--- src/rtl/rf_wb_arbiter_if.sv ---
// Register-file writeback bus between the two writeback sources and the arbiter.
//
// Signals:
//   in0_valid/in0_addr/in0_data  pipeline writeback request (no backpressure)
//   in1_valid/in1_addr/in1_data  multi-cycle unit request
//   in1_ready                    arbiter can accept a source-1 request
//   pipe_stall                   pipeline must hold its in0 request
//   rf_we/rf_waddr/rf_wdata      registered register-file write port
//   wb_idle                      nothing buffered and no write in flight
//
// Modports: master = sources + register file side, slave = arbiter.
interface rf_wb_arbiter_if #(
    parameter int unsigned AW = 5,
    parameter int unsigned DW = 32
);
    logic          in0_valid;
    logic [AW-1:0] in0_addr;
    logic [DW-1:0] in0_data;
    logic          in1_valid;
    logic          in1_ready;
    logic [AW-1:0] in1_addr;
    logic [DW-1:0] in1_data;
    logic          pipe_stall;
    logic          rf_we;
    logic [AW-1:0] rf_waddr;
    logic [DW-1:0] rf_wdata;
    logic          wb_idle;

    modport master (
        output in0_valid, in0_addr, in0_data, in1_valid, in1_addr, in1_data,
        input  in1_ready, pipe_stall, rf_we, rf_waddr, rf_wdata, wb_idle
    );

    modport slave (
        input  in0_valid, in0_addr, in0_data, in1_valid, in1_addr, in1_data,
        output in1_ready, pipe_stall, rf_we, rf_waddr, rf_wdata, wb_idle
    );
endinterface

--- src/rtl/rf_wb_arbiter.sv ---
// Shares the single register-file write port between the main pipeline writeback (source 0,
// fixed priority) and a multi-cycle unit (source 1, buffered in a 2-entry FIFO). A buffered
// entry that keeps losing to source 0 for STARVE_LIMIT cycles forces a pipeline stall so it
// can drain.
//
// Ports:
//   clk            rising-edge clock
//   rst_n          synchronous active-low reset
//   wb             rf_wb_arbiter_if.slave (requests in, write port / stall / idle out)
//   conflict_cnt   (RF_WB_PERF_EN only) cycles with in0_valid and a non-empty buffer
//   stall_cnt      (RF_WB_PERF_EN only) cycles with pipe_stall high
//
// Optional feature macro: RF_WB_PERF_EN adds the two performance counters.
module rf_wb_arbiter #(
    parameter int unsigned STARVE_LIMIT = 4,
    parameter int unsigned AW           = 5,
    parameter int unsigned DW           = 32
) (
    input  logic         clk,
    input  logic         rst_n,
    rf_wb_arbiter_if.slave wb
`ifdef RF_WB_PERF_EN
    ,
    output logic [31:0]  conflict_cnt,
    output logic [31:0]  stall_cnt
`endif
);

    localparam logic [3:0] Limit = 4'(STARVE_LIMIT);

    logic [AW-1:0] addr_mem [2];
    logic [DW-1:0] data_mem [2];

    logic          rd_ptr_q, rd_ptr_d;
    logic [1:0]    count_q, count_d;
    logic [3:0]    starve_q, starve_d;
    logic          force_q, force_d;
    logic          rf_we_q, rf_we_d;
    logic [AW-1:0] rf_waddr_q, rf_waddr_d;
    logic [DW-1:0] rf_wdata_q, rf_wdata_d;

    logic          buf_ne;
    logic          push;
    logic          grant_buf;
    logic          grant_in0;
    logic          wr_idx;

    // Ready depends only on registered occupancy (and reset), never on in1_valid.
    assign wb.in1_ready  = rst_n & (count_q != 2'd2);
    assign wb.pipe_stall = force_q;
    assign wb.rf_we      = rf_we_q;
    assign wb.rf_waddr   = rf_waddr_q;
    assign wb.rf_wdata   = rf_wdata_q;
    assign wb.wb_idle    = ~buf_ne & ~rf_we_q;

    always_comb begin
        buf_ne    = (count_q != 2'd0);
        push      = wb.in1_valid & wb.in1_ready;
        grant_buf = buf_ne & (force_q | ~wb.in0_valid);
        // While stalled the pipeline re-presents in0 next cycle, so it is not consumed here.
        grant_in0 = wb.in0_valid & ~force_q & ~grant_buf;
        // Tail slot: push only happens with count 0 or 1, so tail = head + count.
        wr_idx    = rd_ptr_q ^ count_q[0];

        rd_ptr_d  = rd_ptr_q ^ grant_buf;
        count_d   = 2'(count_q + {1'b0, push} - {1'b0, grant_buf});

        starve_d = starve_q;
        if (grant_buf) begin
            starve_d = 4'd0;
        end else if (grant_in0 && buf_ne && (starve_q != Limit)) begin
            starve_d = starve_q + 4'd1;
        end

        force_d = force_q;
        if (grant_buf) begin
            force_d = 1'b0;
        end else if (starve_d == Limit) begin
            force_d = 1'b1;
        end

        rf_we_d    = 1'b0;
        rf_waddr_d = rf_waddr_q;
        rf_wdata_d = rf_wdata_q;
        if (grant_buf) begin
            rf_we_d    = (addr_mem[rd_ptr_q] != '0);
            rf_waddr_d = addr_mem[rd_ptr_q];
            rf_wdata_d = data_mem[rd_ptr_q];
        end else if (grant_in0) begin
            rf_we_d    = (wb.in0_addr != '0);
            rf_waddr_d = wb.in0_addr;
            rf_wdata_d = wb.in0_data;
        end
    end

    always_ff @(posedge clk) begin
        if (!rst_n) begin
            rd_ptr_q   <= 1'b0;
            count_q    <= 2'd0;
            starve_q   <= 4'd0;
            force_q    <= 1'b0;
            rf_we_q    <= 1'b0;
            rf_waddr_q <= '0;
            rf_wdata_q <= '0;
        end else begin
            rd_ptr_q   <= rd_ptr_d;
            count_q    <= count_d;
            starve_q   <= starve_d;
            force_q    <= force_d;
            rf_we_q    <= rf_we_d;
            rf_waddr_q <= rf_waddr_d;
            rf_wdata_q <= rf_wdata_d;
        end
    end

    // Storage needs no reset: occupancy is tracked by count_q.
    always_ff @(posedge clk) begin
        if (push) begin
            addr_mem[wr_idx] <= wb.in1_addr;
            data_mem[wr_idx] <= wb.in1_data;
        end
    end

`ifdef RF_WB_PERF_EN
    logic [31:0] conflict_cnt_q;
    logic [31:0] stall_cnt_q;

    always_ff @(posedge clk) begin
        if (!rst_n) begin
            conflict_cnt_q <= 32'd0;
            stall_cnt_q    <= 32'd0;
        end else begin
            if (wb.in0_valid && buf_ne) begin
                conflict_cnt_q <= conflict_cnt_q + 32'd1;
            end
            if (force_q) begin
                stall_cnt_q <= stall_cnt_q + 32'd1;
            end
        end
    end

    assign conflict_cnt = conflict_cnt_q;
    assign stall_cnt    = stall_cnt_q;
`endif

endmodule
--- src/flat_wrapper.sv ---
// flat-port wrapper written by rule: the top's interface ports become plain ports
module rf_wb_arbiter_flat 
#(
    parameter int unsigned STARVE_LIMIT = 4,
    parameter int unsigned AW           = 5,
    parameter int unsigned DW           = 32
)
  (clk, rst_n, wb_in0_valid, wb_in0_addr, wb_in0_data, wb_in1_valid, wb_in1_addr, wb_in1_data, wb_in1_ready, wb_pipe_stall, wb_rf_we, wb_rf_waddr, wb_rf_wdata, wb_wb_idle);
  rf_wb_arbiter_if #(.AW(AW), .DW(DW)) wb_i ();
  input  logic clk;
  input  logic rst_n;
  input wire logic [$bits(wb_i.in0_valid)-1:0] wb_in0_valid;
  input wire logic [$bits(wb_i.in0_addr)-1:0] wb_in0_addr;
  input wire logic [$bits(wb_i.in0_data)-1:0] wb_in0_data;
  input wire logic [$bits(wb_i.in1_valid)-1:0] wb_in1_valid;
  input wire logic [$bits(wb_i.in1_addr)-1:0] wb_in1_addr;
  input wire logic [$bits(wb_i.in1_data)-1:0] wb_in1_data;
  output wire logic [$bits(wb_i.in1_ready)-1:0] wb_in1_ready;
  output wire logic [$bits(wb_i.pipe_stall)-1:0] wb_pipe_stall;
  output wire logic [$bits(wb_i.rf_we)-1:0] wb_rf_we;
  output wire logic [$bits(wb_i.rf_waddr)-1:0] wb_rf_waddr;
  output wire logic [$bits(wb_i.rf_wdata)-1:0] wb_rf_wdata;
  output wire logic [$bits(wb_i.wb_idle)-1:0] wb_wb_idle;
  assign wb_i.in0_valid = wb_in0_valid;
  assign wb_i.in0_addr = wb_in0_addr;
  assign wb_i.in0_data = wb_in0_data;
  assign wb_i.in1_valid = wb_in1_valid;
  assign wb_i.in1_addr = wb_in1_addr;
  assign wb_i.in1_data = wb_in1_data;
  assign wb_in1_ready = wb_i.in1_ready;
  assign wb_pipe_stall = wb_i.pipe_stall;
  assign wb_rf_we = wb_i.rf_we;
  assign wb_rf_waddr = wb_i.rf_waddr;
  assign wb_rf_wdata = wb_i.rf_wdata;
  assign wb_wb_idle = wb_i.wb_idle;
  rf_wb_arbiter #(.STARVE_LIMIT(STARVE_LIMIT), .AW(AW), .DW(DW)) u_core (.clk(clk), .rst_n(rst_n), .wb(wb_i));
endmodule
--- config.mk ---
export PLATFORM = sky130hd
export DESIGN_NAME = rf_wb_arbiter_flat
export DESIGN_NICKNAME = d
export VERILOG_FILES = /design/src/rtl/rf_wb_arbiter_if.sv /design/src/rtl/rf_wb_arbiter.sv /design/src/flat_wrapper.sv
export SDC_FILE = /design/constraint.sdc
export NUM_CORES = 1
export LEC_CHECK = 0
export ABC_AREA = 0
export ABC_CLOCK_PERIOD_IN_PS = 4500
export BUFFER_PORTS_ARGS = -buffer_cell sky130_fd_sc_hd__buf_2
export CAP_MARGIN = 20
export CORE_MARGIN = 2
export CORE_UTILIZATION = 30
export DETAILED_ROUTE_END_ITERATION = 8
export HOLD_SLACK_MARGIN = 0.12
export PLACE_DENSITY_LB_ADDON = 0.2
export SYNTH_ARGS = -nofsm -noshare
export SYNTH_HDL_FRONTEND = slang
export SYNTH_SLANG_ARGS = --single-unit
--- constraint.sdc ---
create_clock -name clk -period 4.5 [get_ports clk]
set_clock_uncertainty 0.15 [all_clocks]
set_input_delay 0.9 -clock clk [delete_from_list [all_inputs] [get_ports clk]]
set_output_delay 0.9 -clock clk [all_outputs]
set_load 0.01 [all_outputs]
==> impl_metrics.csv <==
group,metric,value,unit
synthesis,avgSynthCellArea,12.53,um^2
global_route,grt_max_degree,80,
cts,cts_setup_buffers,0,
global_route,gr-usage-all-layers,13.98,%
status,status,"completed",
die,start_util,30.35,%
synthesis,synth_area,0.004961,mm^2
timing,report.final.hold_viol_count,0,
synthesis,yosys.area.top_type_share,44.79,%
die,ioPinCount,119,
cells_and_area,regArea,0.003164,mm^2
placed_design,preCtsSetupSlack,1.526,ns
synthesis,synth_nets,478,
critical_path,required,3.45,ns
detailed_routing,ant_nets,0,
die,rows,47,
cts,holdBufCountCts,0,
critical_path,end_kind,"output pin",
critical_path,cp_slowest_stage_delay,0.29,ns
power,p_total,3732,uW
detailed_routing,drc,0,
critical_path,cpMostUsedCell,"buf_2",
cts,cts_max_path_buffers,2,
critical_path,crit_fanout,3,
cells_and_area,diodes,0,
critical_path,slowest_stage,"a21boi_0",
timing,rsz0062_at_grt,"no",
cells_and_area,multi_input_area,0.001604,mm^2
synthesis,ys_top_cells_by_area,"edfxtp_1, dfxtp_1, mux2i_1, nand2_1, o211ai_1",
synthesis,ys_seq_area_share,63.76,%
placed_design,port_buffers,118,
power,leakage,0.002437,uW
die,die-area,0.01758,mm^2
synthesis,synth-async-reset-ratio,0,%
run,cap_violations,0,
detailed_routing,initialDrtViolationCount,196,
global_route,grt_remaining_overflow,0,
detailed_routing,vias,3336,
critical_path,startpoint_type,"primary input",
cts,numCtsBuffers,17,
synthesis,synth.distinct_cells,37,
critical_path,crit_chain,"buf_2, a21boi_0, buf_2",
cts,ctsRootBufferMaster,"clkbuf_16",
placed_design,hpwl,7350,um
cts,path_clk_slew,0.05,ns
die,die_x,132.6,um
detailed_routing,drt_pass1_iterations,4,
detailed_routing,wl_per_cell,15.49,um
cts,cts_sinks,121,
critical_path,arrival,1.49,ns
cts,cts_tree,"done",
timing,worst_pin_slew,0.9733,ns
global_route,grt_antenna_before_repair,1,
timing,max_freq,394.4,MHz
cells_and_area,syn_to_final_growth,27.57,%
critical_path,path_buf_inv,2,
die,fp.dieH,132.6,um
critical_path,r2r_slack,2.22,ns
timing,drv_slew,0,
timing,period_minus_slack,2.536,ns
power,ir_drop,0.3358,mV
critical_path,cp_top_family,"buffers and inverters",
timing,setup-violations-final,0,
cells_and_area,final_nets,592,
timing,tns,0,ns
synthesis,netlist_instances,396,
cells_and_area,fillers,1633,
timing,max-slew-margin-rel,35.11,%
cts,clock_latency,0.41,ns
cells_and_area,drive_above_1_share,30.98,%
placed_design,gp_congestion,0.7282,
die,core_area,0.01635,mm^2
synthesis,synth_edf_count,74,
synthesis,synth-seq-cells,121,
synthesis,yosysWarnings,0,
synthesis,synth_area_leader_cell,"edfxtp_1",
cts,h-tree-depth,4,
power,powerDensity,589.8,mW/mm^2
cts,cts_resized,0,
timing,finalCritPeriodShare,56.35,%
global_route,grt_pass1_vias,3593,
synthesis,synthFlopType,"edfxtp_1",
global_route,grt_pass1_wl,18760,um
detailed_routing,viasPerCell,4.490,
detailed_routing,wirelength,11510,um
worst_hold_path,min_path_type,"reg2reg",
critical_path,path_class,"in2out",
timing,finalWorstSetupSlack,1.964,ns
[through the flow]
stage / cells / hold slack (ns) / utilization (%) / area, um^2
2_1_floorplan: 396 / 0.3544 / - / 4961
3_5_place_dp: 711 / 0.3667 / 34.93 / 5710
5_1_grt: 743 / 0.4128 / 38.71 / 6329
6_report: 743 / 0.3769 / 38.71 / 6329
4_1_cts: 743 / 0.3756 / 38.71 / 6329
3_3_place_gp: 710 / 0.3688 / 34.81 / 5690
[power breakdown]
| part | leakage, uW | internal [uW] | switching, uW |
|---|---|---|---|
| clock | 0.000295 | 932 | 485 |
| combinational | 0.00108 | 329 | 463 |
| sequential | 0.00107 | 1400 | 122 |
[logic make-up after synthesis]
group,Yosys count,share of synthesized area (%)
AO/OA/AOI/OAI,91,13.92
XOR/XNOR,4,0.7063
adder cells (fa/ha/maj),4,1.009
buffers and inverters,35,4.288
flip-flops,121,63.76
multiplexers,38,7.667
AND/OR/NAND/NOR,103,8.651
[synth_stat cells (all sizes together) (2+ instances only)]
library cell / number
nand2: 75
edfxtp: 74
dfxtp: 47
a21boi: 38
mux2i: 38
o211ai: 37
buf: 21
nor2: 10
clkbuf: 7
inv: 7
and2: 5
ha: 4
a21oi: 3
nor2b: 3
xnor2: 3
a21o: 2
and3: 2
nand2b: 2
nor3: 2
o21ai: 2
[worst min-delay path, stage by stage (launching register included)]
cell and delay [ns]:
dfxtp_1 0.35, inv_1 0.08, a221oi_2 0.05
[cell type report]
type / instances / area share, %
sequential: 121 / 50.00
multi-input combinational: 240 / 25.35
timing repair buffer: 123 / 10.12
clock buffer: 18 / 6.939
tap: 220 / 4.350
clock inverter: 14 / 2.827
inverter: 7 / 0.4152
[cell usage in the layout, fill, tap and decap left out, types with 3 or more instances in the layout]
| cell type | n |
|---|---|
| a21boi_0 | 10 |
| a21boi_1 | 28 |
| a21oi_1 | 3 |
| and2_1 | 5 |
| buf_2 | 118 |
| buf_4 | 4 |
| bufinv_16 | 4 |
| clkbuf_16 | 17 |
| clkinv_2 | 5 |
| clkinvlp_4 | 4 |
| dfxtp_1 | 46 |
| edfxtp_1 | 74 |
| ha_1 | 4 |
| inv_1 | 7 |
| mux2i_1 | 38 |
| nand2_1 | 75 |
| nor2_1 | 9 |
| o211ai_1 | 37 |
| xnor2_1 | 3 |
[flip-flops by register name (all words and copies together) (netlist names), named ones only]
register / cells
u_core.wb.rf_wdata: 32
u_core.wb.rf_we: 1
u_core.count_q: 2
u_core.data_mem: 64
u_core.starve_q: 4
u_core.rd_ptr_q: 1
u_core.addr_mem: 10
u_core.wb.pipe_stall: 1
u_core.wb.rf_waddr: 5
[final timing paths]
| check | start | end | cells after the start |
|---|---|---|---|
| setup / recovery | rst_n | wb_in1_ready | 3 |
| hold / removal | u_core.wb.pipe_stall | u_core.wb.pipe_stall | 2 |
| setup reg to reg | flip-flop | u_core.wb.rf_waddr[2] | 5 |
| hold reg to reg | u_core.wb.pipe_stall | u_core.wb.pipe_stall | 2 |
[routing by layer]
layer,vias to the layer above,part of all wire (%),track usage (%)
met5,-,0.096,0
met4,2,1.9,6.093
met3,17,4.8,4.559
met2,76,48,23.09
met1,1574,45,16.70
li1,1667,-,-
(Power assumes the default switching activity.)
